<file path="src/rtl/flash_rom_arbiter.sv">
// Two-requester read arbiter for an asynchronous parallel NOR flash holding AGC fixed memory.
// Define FLASH_ARB_ROUND_ROBIN_EN for alternating priority; otherwise requester A always wins ties.
module flash_rom_arbiter #(
  parameter int ACCESS_CYCLES = 4,
  parameter int TURN_CYCLES   = 1
) (
  input  logic        SIM_CLK,
  input  logic        SIM_RST,
  input  logic        A_REQ,
  input  logic [16:0] A_ADDR,
  output logic        A_ACK,
  output logic [15:0] A_DATA,
  input  logic        B_REQ,
  input  logic [16:0] B_ADDR,
  output logic        B_ACK,
  output logic [15:0] B_DATA,
  output logic [16:0] FL_ADDR,
  output logic        FL_CE_n,
  output logic        FL_OE_n,
  output logic        FL_WE_n,
  input  logic [15:0] FL_DQ
);

  typedef enum logic [1:0] {
    IDLE  = 2'd0,
    SETUP = 2'd1,
    SENSE = 2'd2,
    GAP   = 2'd3
  } state_t;

  localparam logic [3:0] ACCESS_LOAD = 4'(ACCESS_CYCLES - 1);
  localparam logic [3:0] TURN_LOAD   = 4'(TURN_CYCLES - 1);

  state_t      state_r, state_s;
  logic [3:0]  cnt_r, cnt_s;
  logic        ce_n_r, ce_n_s;
  logic        oe_n_r, oe_n_s;
  logic [16:0] addr_r, addr_s;
  logic        a_ack_r, a_ack_s;
  logic        b_ack_r, b_ack_s;
  logic [15:0] a_data_r, a_data_s;
  logic [15:0] b_data_r, b_data_s;
  logic        win_b_r, win_b_s;
  logic        pick_b_s;

`ifdef FLASH_ARB_ROUND_ROBIN_EN
  // ptr_r = 1 favours B on a tie; it always points away from the last winner
  logic ptr_r, ptr_s;

  // Arbitration with rotating priority
  always_comb begin
    pick_b_s = B_REQ && (!A_REQ || ptr_r);
  end

  // Pointer update on every grant
  always_comb begin
    ptr_s = ptr_r;
    if (state_r == IDLE && (A_REQ || B_REQ)) begin
      ptr_s = ~pick_b_s;
    end else begin
      ptr_s = ptr_r;
    end
  end

  // Priority pointer register
  always_ff @(posedge SIM_CLK or negedge SIM_RST) begin
    if (!SIM_RST) begin
      ptr_r <= 1'b0;
    end else begin
      ptr_r <= ptr_s;
    end
  end
`else
  // Fixed priority: B only wins when A is idle
  always_comb begin
    pick_b_s = B_REQ && !A_REQ;
  end
`endif

  // Next-state and next-output logic
  always_comb begin
    state_s  = state_r;
    cnt_s    = cnt_r;
    ce_n_s   = ce_n_r;
    oe_n_s   = oe_n_r;
    addr_s   = addr_r;
    a_ack_s  = 1'b0;
    b_ack_s  = 1'b0;
    a_data_s = a_data_r;
    b_data_s = b_data_r;
    win_b_s  = win_b_r;
    case (state_r)
      IDLE: begin
        if (A_REQ || B_REQ) begin
          win_b_s = pick_b_s;
          addr_s  = pick_b_s ? B_ADDR : A_ADDR;
          ce_n_s  = 1'b0;
          state_s = SETUP;
        end else begin
          state_s = IDLE;
        end
      end
      SETUP: begin
        oe_n_s  = 1'b0;
        cnt_s   = ACCESS_LOAD;
        state_s = SENSE;
      end
      SENSE: begin
        if (cnt_r == 4'd0) begin
          if (win_b_r) begin
            b_data_s = FL_DQ;
            b_ack_s  = 1'b1;
          end else begin
            a_data_s = FL_DQ;
            a_ack_s  = 1'b1;
          end
          ce_n_s  = 1'b1;
          oe_n_s  = 1'b1;
          cnt_s   = TURN_LOAD;
          state_s = GAP;
        end else begin
          cnt_s = cnt_r - 4'd1;
        end
      end
      GAP: begin
        if (cnt_r == 4'd0) begin
          state_s = IDLE;
        end else begin
          cnt_s = cnt_r - 4'd1;
        end
      end
      default: begin
        state_s = IDLE;
        cnt_s   = 4'd0;
        ce_n_s  = 1'b1;
        oe_n_s  = 1'b1;
      end
    endcase
  end

  // State and output registers
  always_ff @(posedge SIM_CLK or negedge SIM_RST) begin
    if (!SIM_RST) begin
      state_r  <= IDLE;
      cnt_r    <= 4'd0;
      ce_n_r   <= 1'b1;
      oe_n_r   <= 1'b1;
      addr_r   <= 17'd0;
      a_ack_r  <= 1'b0;
      b_ack_r  <= 1'b0;
      a_data_r <= 16'd0;
      b_data_r <= 16'd0;
      win_b_r  <= 1'b0;
    end else begin
      state_r  <= state_s;
      cnt_r    <= cnt_s;
      ce_n_r   <= ce_n_s;
      oe_n_r   <= oe_n_s;
      addr_r   <= addr_s;
      a_ack_r  <= a_ack_s;
      b_ack_r  <= b_ack_s;
      a_data_r <= a_data_s;
      b_data_r <= b_data_s;
      win_b_r  <= win_b_s;
    end
  end

  assign FL_ADDR = addr_r;
  assign FL_CE_n = ce_n_r;
  assign FL_OE_n = oe_n_r;
  assign FL_WE_n = 1'b1;
  assign A_ACK   = a_ack_r;
  assign B_ACK   = b_ack_r;
  assign A_DATA  = a_data_r;
  assign B_DATA  = b_data_r;

endmodule

</file>
<file path="config.mk">
export PLATFORM = sky130hd
export DESIGN_NAME = flash_rom_arbiter
export DESIGN_NICKNAME = d
export VERILOG_FILES = /design/src/rtl/flash_rom_arbiter.sv
export SDC_FILE = /design/constraint.sdc
export NUM_CORES = 1
export LEC_CHECK = 0
export CAP_MARGIN = 0
export CORE_MARGIN = 2
export CORE_UTILIZATION = 38
export DETAILED_ROUTE_END_ITERATION = 16
export HOLD_SLACK_MARGIN = 0.06
export PLACE_DENSITY = 0.86
export SYNTH_ARGS = -nofsm -noshare
export SYNTH_HDL_FRONTEND = slang
export SYNTH_SLANG_ARGS = --single-unit
export TNS_END_PERCENT = 30
</file>
<file path="constraint.sdc">
create_clock -name SIM_CLK -period 2 [get_ports SIM_CLK]
set_input_delay 0.3 -clock SIM_CLK [delete_from_list [all_inputs] [get_ports SIM_CLK]]
set_output_delay 0.3 -clock SIM_CLK [all_outputs]
set_load 0.05 [all_outputs]
</file>
After elaboration in Yosys (flattened, before gate mapping)
Cells that the tools add are included.

$add $sub $neg: 1. Bitwise operators: 1. Muxes and demuxes: 18. Equal/unequal tests: 7. Reduce and logical (&&, ||, !) cells: 15.

Operator list (number): two-way mux 17 bit (1); one-hot mux 4 bit (3 select lines) (1); two-way mux 1 bit (9); AND reduction 3 bit (3); two-way mux 4 bit (2); != test 2 bit, second input constant (4); one-hot mux 2 bit (4 select lines) (1); AND reduction 2 bit (4); == test 2 bit, second input constant (2); logical NOT 4 bit (1); two-way mux 2 bit (2); one-hot mux 1 bit (2 select lines) (2); nonzero test 2 bit (2); subtractor 4 x 1 -> 4 bit, second input constant (1); nonzero test 3 bit (1); == test 2 x 1 -> 1 bit, second input constant (1); logical NOT 2 bit (1); logical AND 1 bit (1); logical NOT 1 bit (1); logical OR 1 bit (1); NOT 1 bit (1).

Output and inout bits: 54. Register bits after elaboration: 60. Logic and storage cells: 52. Input port bits: 54.

Depth between registers and ports, before layout
Gate-level depths: netlist of run 1.

Depth after elaboration: 3. Gate-level depth with buffers: 7. Mapped depth without buffers: 5.

Worst setup path after synthesis of run 1
No wires, ideal clock.

Path type: register to register. Start: register cnt_r[0]. End: register a_data_r[10], in the netlist A_DATA[10]. Cell stages (with the launch flop): 8. Buffers on the path: 2. Setup slack: 1 ps. Data required time: 1875 ps. Period minus slack after synthesis: 1999 ps. Arrival: 1874 ps. Cells stage by stage: dfrtp_1 > inv_1 > ha_1 > or3b_1 > buf_6 > nor3_4 > buf_6 > mux2_2.

Word-level cells in the longest chain between the ends: 2.

RTL lines: start, declared (RTL line 35) `logic [3:0] cnt_r, cnt_s;`; start signal, assigned (RTL line 156) `cnt_r <= cnt_s;`; logical NOT 4 bit (RTL line 109) `if (cnt_r == 4'd0) begin`; AND reduction 3 bit (no line); end signal, assigned (RTL line 162) `a_data_r <= a_data_s;`; end, declared (RTL line 41) `logic [15:0] a_data_r, a_data_s;`.

No other way between the ends. A chain may end at the register's enable or synchronous reset.

Final worst setup path of run 1
Start: register cnt_r[0]. End: register a_data_r[9], in the netlist A_DATA[9].

The elaborated chain is that of the path after synthesis.

==> summary.txt, run 1 <==
Yosys
  – Post-synth top area share: between 50% and 60%
  – Distinct cells, synth: 32
  – Synth area leader: dfrtp_1
  – Net Count, Synth: approximately 260
  – Synth top area cells: dfrtp_1 56%, mux2_2 15%, mux2i_1 6.6%, o21ai_0 4.1%, ha_1 2.9%
  – Synthesized area: between 2000 and 3000 um^2
  – Syn_area_per_cell: around 13 um^2
  – Post-synthesis cell count: 203
  – Seq/Total Area, Yosys: 58.0%
  – YS warnings: 0
  – Synth Register Bits: 60

Clock tree
  – Clk sink count: 60
  – Skew-Pair Late Insertion Delay: between 300 and 400 ps
  – Root Driver: clkbuf_8
  – Clk buf depth: 2
  – Clock transition at path regs: ~70 ps
  – CTS tree: done
  – H-tree levels: 3
  – Total CTS buffers: 9

Die
  – Initial Utilization: 38.8%
  – Die area: 7500 um^2
  – Die W: roughly 87 um
  – Height of the die: between 80 and 90 um
  – Core Rows: 30
  – Ports: around 110
  – CORE AREA: approximately 6700 um^2

Timing
  – Final worst slack: roughly 100 ps
  – Final setup vio count: 0
  – RSZ-0062 raised after global routing: false
  – Fmax: 527 MHz
  – Tmin final: 1900 ps
  – Final hold vios: 0
  – Worst slew pin tran: 522 ps
  – Max_slew headroom: about two thirds
  – Setup Skew: ~7 ps
  – Tcrit/Tclk final: between 90% and 100%
  – Fin Setup TNS: 0 ps
  – Fin. max-slew vios: 0

Critical path
  – Crit Path Class: reg2reg
  – R2R Setup Slk: around 100 ps
  – Endpoint type of the worst setup path: flip-flop
  – Worst-path fanout max: 17
  – Worst EP arrival: 2100 ps
  – Crit-path cells: inv_1 -> ha_1 -> or3b_4 -> nor3_4 -> buf_12 -> mux2_2
  – Crit start category: flip-flop
  – Slowest CP cell: or3b_4
  – Reg2Reg Depth: 6
  – CP max stage delay: around 400 ps
  – CP required: 2200 ps

Drt
  – WL final: ~5.9 mm
  – ANT nets after route: 0
  – Vias: ~1900
  – DR WL/cell: between 10 and 15 um
  – Post-route DRC: 0
  – Via/cell ratio: between 4 and 5
  – DRT Pass-1 Iters: 4
  – Drt initial violations: 57

Layout
  – Filler Cells Inserted: about 540
  – Fin util: between 50% and 60%
  – Ant diodes: 0
  – Layout cell share with drive strength beyond 1: between 20% and 30%
  – Most frequent cells in the layout: 103 x clkdlybuf4s50_1, 58 x dfrtp_1, 34 x mux2_2
  – Most common cell after layout, fill and taps aside: clkdlybuf4s50_1
  – Final net count: 379
  – Finished Cell Area: around 4000 um^2
  – Synth-to-layout area growth: 53.9%

Outcome
  – Outcome: completed

Job
  – Max Cap Viol: 0

Global route
  – Global-route wire length before repair: just under 10 mm
  – Largest net degree at the start of global routing: 35
  – Gr ovfl total: 0
  – Initial antenna violation count: 0
  – Vias in the first global route: approximately 2100
  – Global-route usage over all layers: between 10% and 20%

Min path
  – HP Class: in2async

Power
  – Power density over the cells: around 1900 nW/um^2
  – Worst VDD drop: around 1.3 mV
  – Lkg Pwr: around 1.7 nW

Place
  – Gpl congestion: around 0.78
  – Buffers on Ports: ~110
  – Detailed Place HPWL: about 4.4 mm
  – Dpl ws: a little over 80 ps
  – Dpl cell area: about 3800 um^2
[worst max-delay path, delay by kind of cell, from the launching register on]
kind                     cells  cell delay, ps
multiplexers                 1             340
flip-flops                   1             390
adder cells (fa/ha/maj)      1             180
AND/OR/NAND/NOR              2             560
buffers and inverters        2             300
[cells in the mapped netlist, drive strengths merged]
library cell  count
o41ai             1
or3               1
ha                6
dfstp             2
a21o              1
conb              1
a21oi             6
o311ai            1
o221ai            1
mux2i            17
nand2b            1
o21ai            22
a2bb2oi           1
o32a              1
a22o              1
inv               8
nand2            19
nor2              2
buf               6
nand3             2
clkbuf            4
nor3              1
dfrtp            58
mux2             34
nor2b             2
o22ai             2
nor3b             1
or3b              1
[flip-flops by register name, indices dropped and copies added, names as in the netlist]
register  flops
A_ACK         1
A_DATA       16
B_ACK         1
B_DATA       16
FL_ADDR      17
FL_CE_n       1
FL_OE_n       1
cnt_r         4
state_r       2
win_b_r       1
[power by group]
part | internal, mW | total, mW | switching, mW
Sequential | 1.82 | 2.16 | 0.336
Clock | 0.581 | 1.06 | 0.480
Combinational | 1.59 | 4.35 | 2.76
Total | 3.99 | 7.57 | 3.58
[logic make-up after synthesis]
kind of cell | count (synthesis) | share of synthesized area [%]
compound gates | 37 | 8.25
fa+ha+maj | 6 | 2.89
flops | 60 | 58.0
simple gates | 30 | 5.84
mux | 51 | 21.3
other cells | 1 | 0.145
buf+inv | 18 | 3.57
[timing repair]
item	4_1_cts	5_1_grt
endpoints found under the hold margin	10	0
gates cloned	0	0
buffers inserted	0	0
gates resized for setup	1	2
endpoints found under the setup margin	1	16
hold buffers	1	0
[layout make-up]
cell class	instances	area [um^2]	share of cell area (%)
repair buffers	115	1150	28.9
clock inverters	7	76.3	1.91
inverters	8	30.0	0.752
multi-input cells	125	1010	25.2
flip-flops and latches	60	1500	37.7
clock buffers	9	124	3.10
well taps	80	100	2.51
[metrics by stage]
stage | power, mW | hold WS, ps | instances
4_1_cts | 7.65 | 409 | 404
3_5_place_dp | 6.55 | 217 | 387
5_1_grt | 8.01 | 428 | 404
3_3_place_gp | 6.42 | 212 | 387
6_report | 7.57 | 413 | 404
2_1_floorplan | 5.04 | 4.41 | 203
[worst paths after layout]
kind,startpoint,to
min in group SIM_CLK,FL_ADDR[11]$_DFFE_PN0P_,FL_ADDR[11]$_DFFE_PN0P_
worst max-delay path,cnt_r[0]$_DFFE_PN0P_,A_DATA[9]$_DFFE_PN0P_
worst max register to register,cnt_r[0]$_DFFE_PN0P_,A_DATA[9]$_DFFE_PN0P_
max in group asynchronous,SIM_RST,FL_ADDR[4]$_DFFE_PN0P_
worst min-delay path,SIM_RST,A_DATA[0]$_DFFE_PN0P_
worst min register to register,FL_ADDR[11]$_DFFE_PN0P_,FL_ADDR[11]$_DFFE_PN0P_
[routing by layer]
metal / GRT usage [%] / vias to the layer above / wire, um
met3: 6.19 / 2 / 529
met4: 5.82 / 0 / 16
met1: 20.1 / 931 / 2470
li1: - / 940 / -
met5: 0 / - / 0
met2: 27.6 / 75 / 2870
(Power assumes the default switching activity.)
==> run 2: changes to the inputs <==
--- a/config.mk
+++ b/config.mk
@@ -9,8 +9,11 @@
 export CORE_MARGIN = 2
 export CORE_UTILIZATION = 38
 export DETAILED_ROUTE_END_ITERATION = 16
+export GPL_ROUTABILITY_DRIVEN = 0
 export HOLD_SLACK_MARGIN = 0.06
 export PLACE_DENSITY = 0.86
+export SETUP_SLACK_MARGIN = 0.05
+export SKIP_LAST_GASP = 1
 export SYNTH_ARGS = -nofsm -noshare
 export SYNTH_HDL_FRONTEND = slang
 export SYNTH_SLANG_ARGS = --single-unit
==> summary.txt, run 2 (synthesis gave the netlist of run 1 again) <==
Die
  – Die area: 7500 um^2
  – Ports: between 100 and 150
  – Initial Utilization: 38.8%
  – CORE AREA: 6680 um^2
  – Core Rows: 30
  – Height of the die: between 80 and 90 um
  – Die W: about 87 um

Layout
  – Final net count: 385
  – Ant diodes: 0
  – Synth-to-layout area growth: 60.3%
  – Filler Cells Inserted: 568
  – Final Non-Filler Cells: 410
  – Most frequent cells in the layout: 103 x clkdlybuf4s50_1, 58 x dfrtp_1, 34 x mux2_2
  – Most common cell after layout, fill and taps aside: clkdlybuf4s50_1
  – Layout cell share with drive strength beyond 1: roughly a quarter
  – Largest register FFs: 17

Critical path
  – Crit start category: flip-flop
  – Crit Path Class: reg2reg
  – Worst EP arrival: 2140 ps
  – Slowest CP cell: dfrtp_1
  – CP required: around 2200 ps
  – Worst-path fanout max: 8
  – Crit-path cells: inv_2 -> ha_1 -> or3b_4 -> nor3_4 -> buf_12 -> clkbuf_16 -> mux2_2
  – Worst flop-to-flop path startpoint: cnt_r[1]$_DFFE_PN0P_
  – CP max stage delay: ~400 ps
  – Endpoint type of the worst setup path: flip-flop
  – Worst Setup SP: cnt_r[1]$_DFFE_PN0P_
  – Reg2Reg Depth: 7

Drt
  – Vias: 2000
  – Post-route DRC: 0
  – DR WL/cell: between 15 and 20 um
  – Via/cell ratio: approximately 4.9
  – WL final: just over 6 mm
  – DRT Pass-1 Iters: 4
  – ANT nets after route: 0
  – Drt initial violations: 61

Power
  – Logic gate share of total power: between 50% and 60%
  – Register share of total power: roughly 27%
  – Internal power: around 4.5 mW
  – Clk network pwr share: between 10% and 20%
  – Sw frac: approximately 45%
  – Worst VDD drop: roughly 1.2 mV
  – Net Switching: 3.61 mW
  – Lkg Pwr: roughly 1.8 nW
  – Power density over the cells: 1940 nW/um^2

Timing
  – Max_slew headroom: around 64%
  – Tcrit/Tclk final: approximately 97%
  – Fin. max-slew vios: 0
  – Tmin final: slightly below 2000 ps
  – RSZ-0062 raised after global routing: true
  – Fmax: slightly above 500 MHz
  – Hold slack: just under 500 ps
  – Fin Setup TNS: 0 ps
  – Final hold vios: 0
  – Setup Skew: ~11 ps
  – Final setup vio count: 0
  – Worst slew pin tran: approximately 530 ps

Job
  – Max Cap Viol: 0

Clock tree
  – Root Driver: clkbuf_8
  – Skew-Pair Late Insertion Delay: around 330 ps
  – Clock transition at path regs: about 70 ps
  – Clk sink count: 60
  – Total CTS buffers: 9
  – Clk buf depth: 2
  – CTS tree: done
  – H-tree levels: 3

Min path
  – WHS Path Cells: 2
  – Worst hold start: FL_ADDR[3]$_DFFE_PN0P_
  – HP Class: reg2reg

Global route
  – Initial antenna violation count: 0
  – Gr ovfl total: 0
  – Global-route usage over all layers: roughly 17%
  – Largest net degree at the start of global routing: between 60 and 70
  – Global-route wire length before repair: about 9.7 mm
  – Vias in the first global route: between 2000 and 2500

Place
  – # placed instances: between 300 and 400
  – Buffers on Ports: approximately 110
  – Detailed Place HPWL: around 4.4 mm

Outcome
  – Outcome: completed
## run 2: changes by cell type in the layout (fill, tap and decap cells not counted)
cell and delta:
clkbuf_16 +2, inv_6 -1, clkinv_4 -1, ha_1 -1, dlygate4sd2_1 -1, clkinvlp_4 -2
ha_2 +1, inv_1 -2, buf_12 +2, bufinv_16 +3, clkinv_2 +1, buf_4 +4
dlymetal6s2s_1 -1, inv_2 +2
## run 2: metrics by stage
step | utilization (%) | instance area [um^2] | power, mW | setup WS [ps]
global placement | 56.7 | 3790 | 6.44 | 208
floorplan | - | 2590 | 5.04 | 26.8
global route | 62.2 | 4160 | 8.51 | 3.63
CTS | 60.7 | 4060 | 8.03 | 119
finish | 62.2 | 4160 | 8.07 | 65.4
detailed placement | 56.7 | 3790 | 6.57 | 121
## run 2: final timing paths
path | end | slack [ps]
max | A_DATA[1]$_DFFE_PN0P_ | 70
min | FL_ADDR[3]$_DFFE_PN0P_ | 480
max reg2reg | A_DATA[1]$_DFFE_PN0P_ | 70
min reg2reg | FL_ADDR[3]$_DFFE_PN0P_ | 480
max in group asynchronous | FL_OE_n$_DFFE_PN1P_ | 1200
min in group asynchronous | FL_ADDR[5]$_DFFE_PN0P_ | 510
## run 2: area by class of cell
type	count	area (um^2)	area share [%]
clock buffer	9	124	2.98
timing repair buffer	121	1250	30.1
tap	80	100	2.41
inverter	8	30.0	0.722
sequential	60	1500	36.2
clock inverter	7	139	3.34
multi-input combinational	125	1010	24.3
## run 2: worst max-delay path: cells and delay by family (launching register included)
kind          cells  cell delay, ps
mux               1             320
simple gates      2             560
flops             1             400
fa+ha+maj         1             160
buf+inv           3             380
## run 2: timing repair
action                     CTS  global route
gates resized for setup      0             3
hold endpoints to repair    58             0
setup buffers                0             4
hold buffers                 1             0
setup endpoints to repair    0            16
## run 2: power by group through the flow
stage	Clock, mW	Combinational [mW]	Sequential, mW
global route	1.54	4.72	2.25
floorplan	0	1.06	3.98
finish	1.42	4.47	2.17
global placement	0	4.30	2.14
detailed placement	0	4.39	2.18
CTS	1.46	4.40	2.17
## run 2: per-layer routing
layer	global-route usage, %	up-vias	part of all wire, %
met2	27.1	93	47
met5	0	-	0
met3	6.48	8	9.8
met1	19.8	944	42
met4	7.67	0	1.3
li1	-	955	-
==> run 3: changes to the inputs <==
--- a/config.mk
+++ b/config.mk
@@ -8,6 +8,7 @@
 export CAP_MARGIN = 0
 export CORE_MARGIN = 2
 export CORE_UTILIZATION = 38
+export CTS_CLUSTER_SIZE = 24
 export DETAILED_ROUTE_END_ITERATION = 16
 export GPL_ROUTABILITY_DRIVEN = 0
 export HOLD_SLACK_MARGIN = 0.06
==> results of run 3 <==
The final DEF is identical to that of run 2; final timing and power are the same.
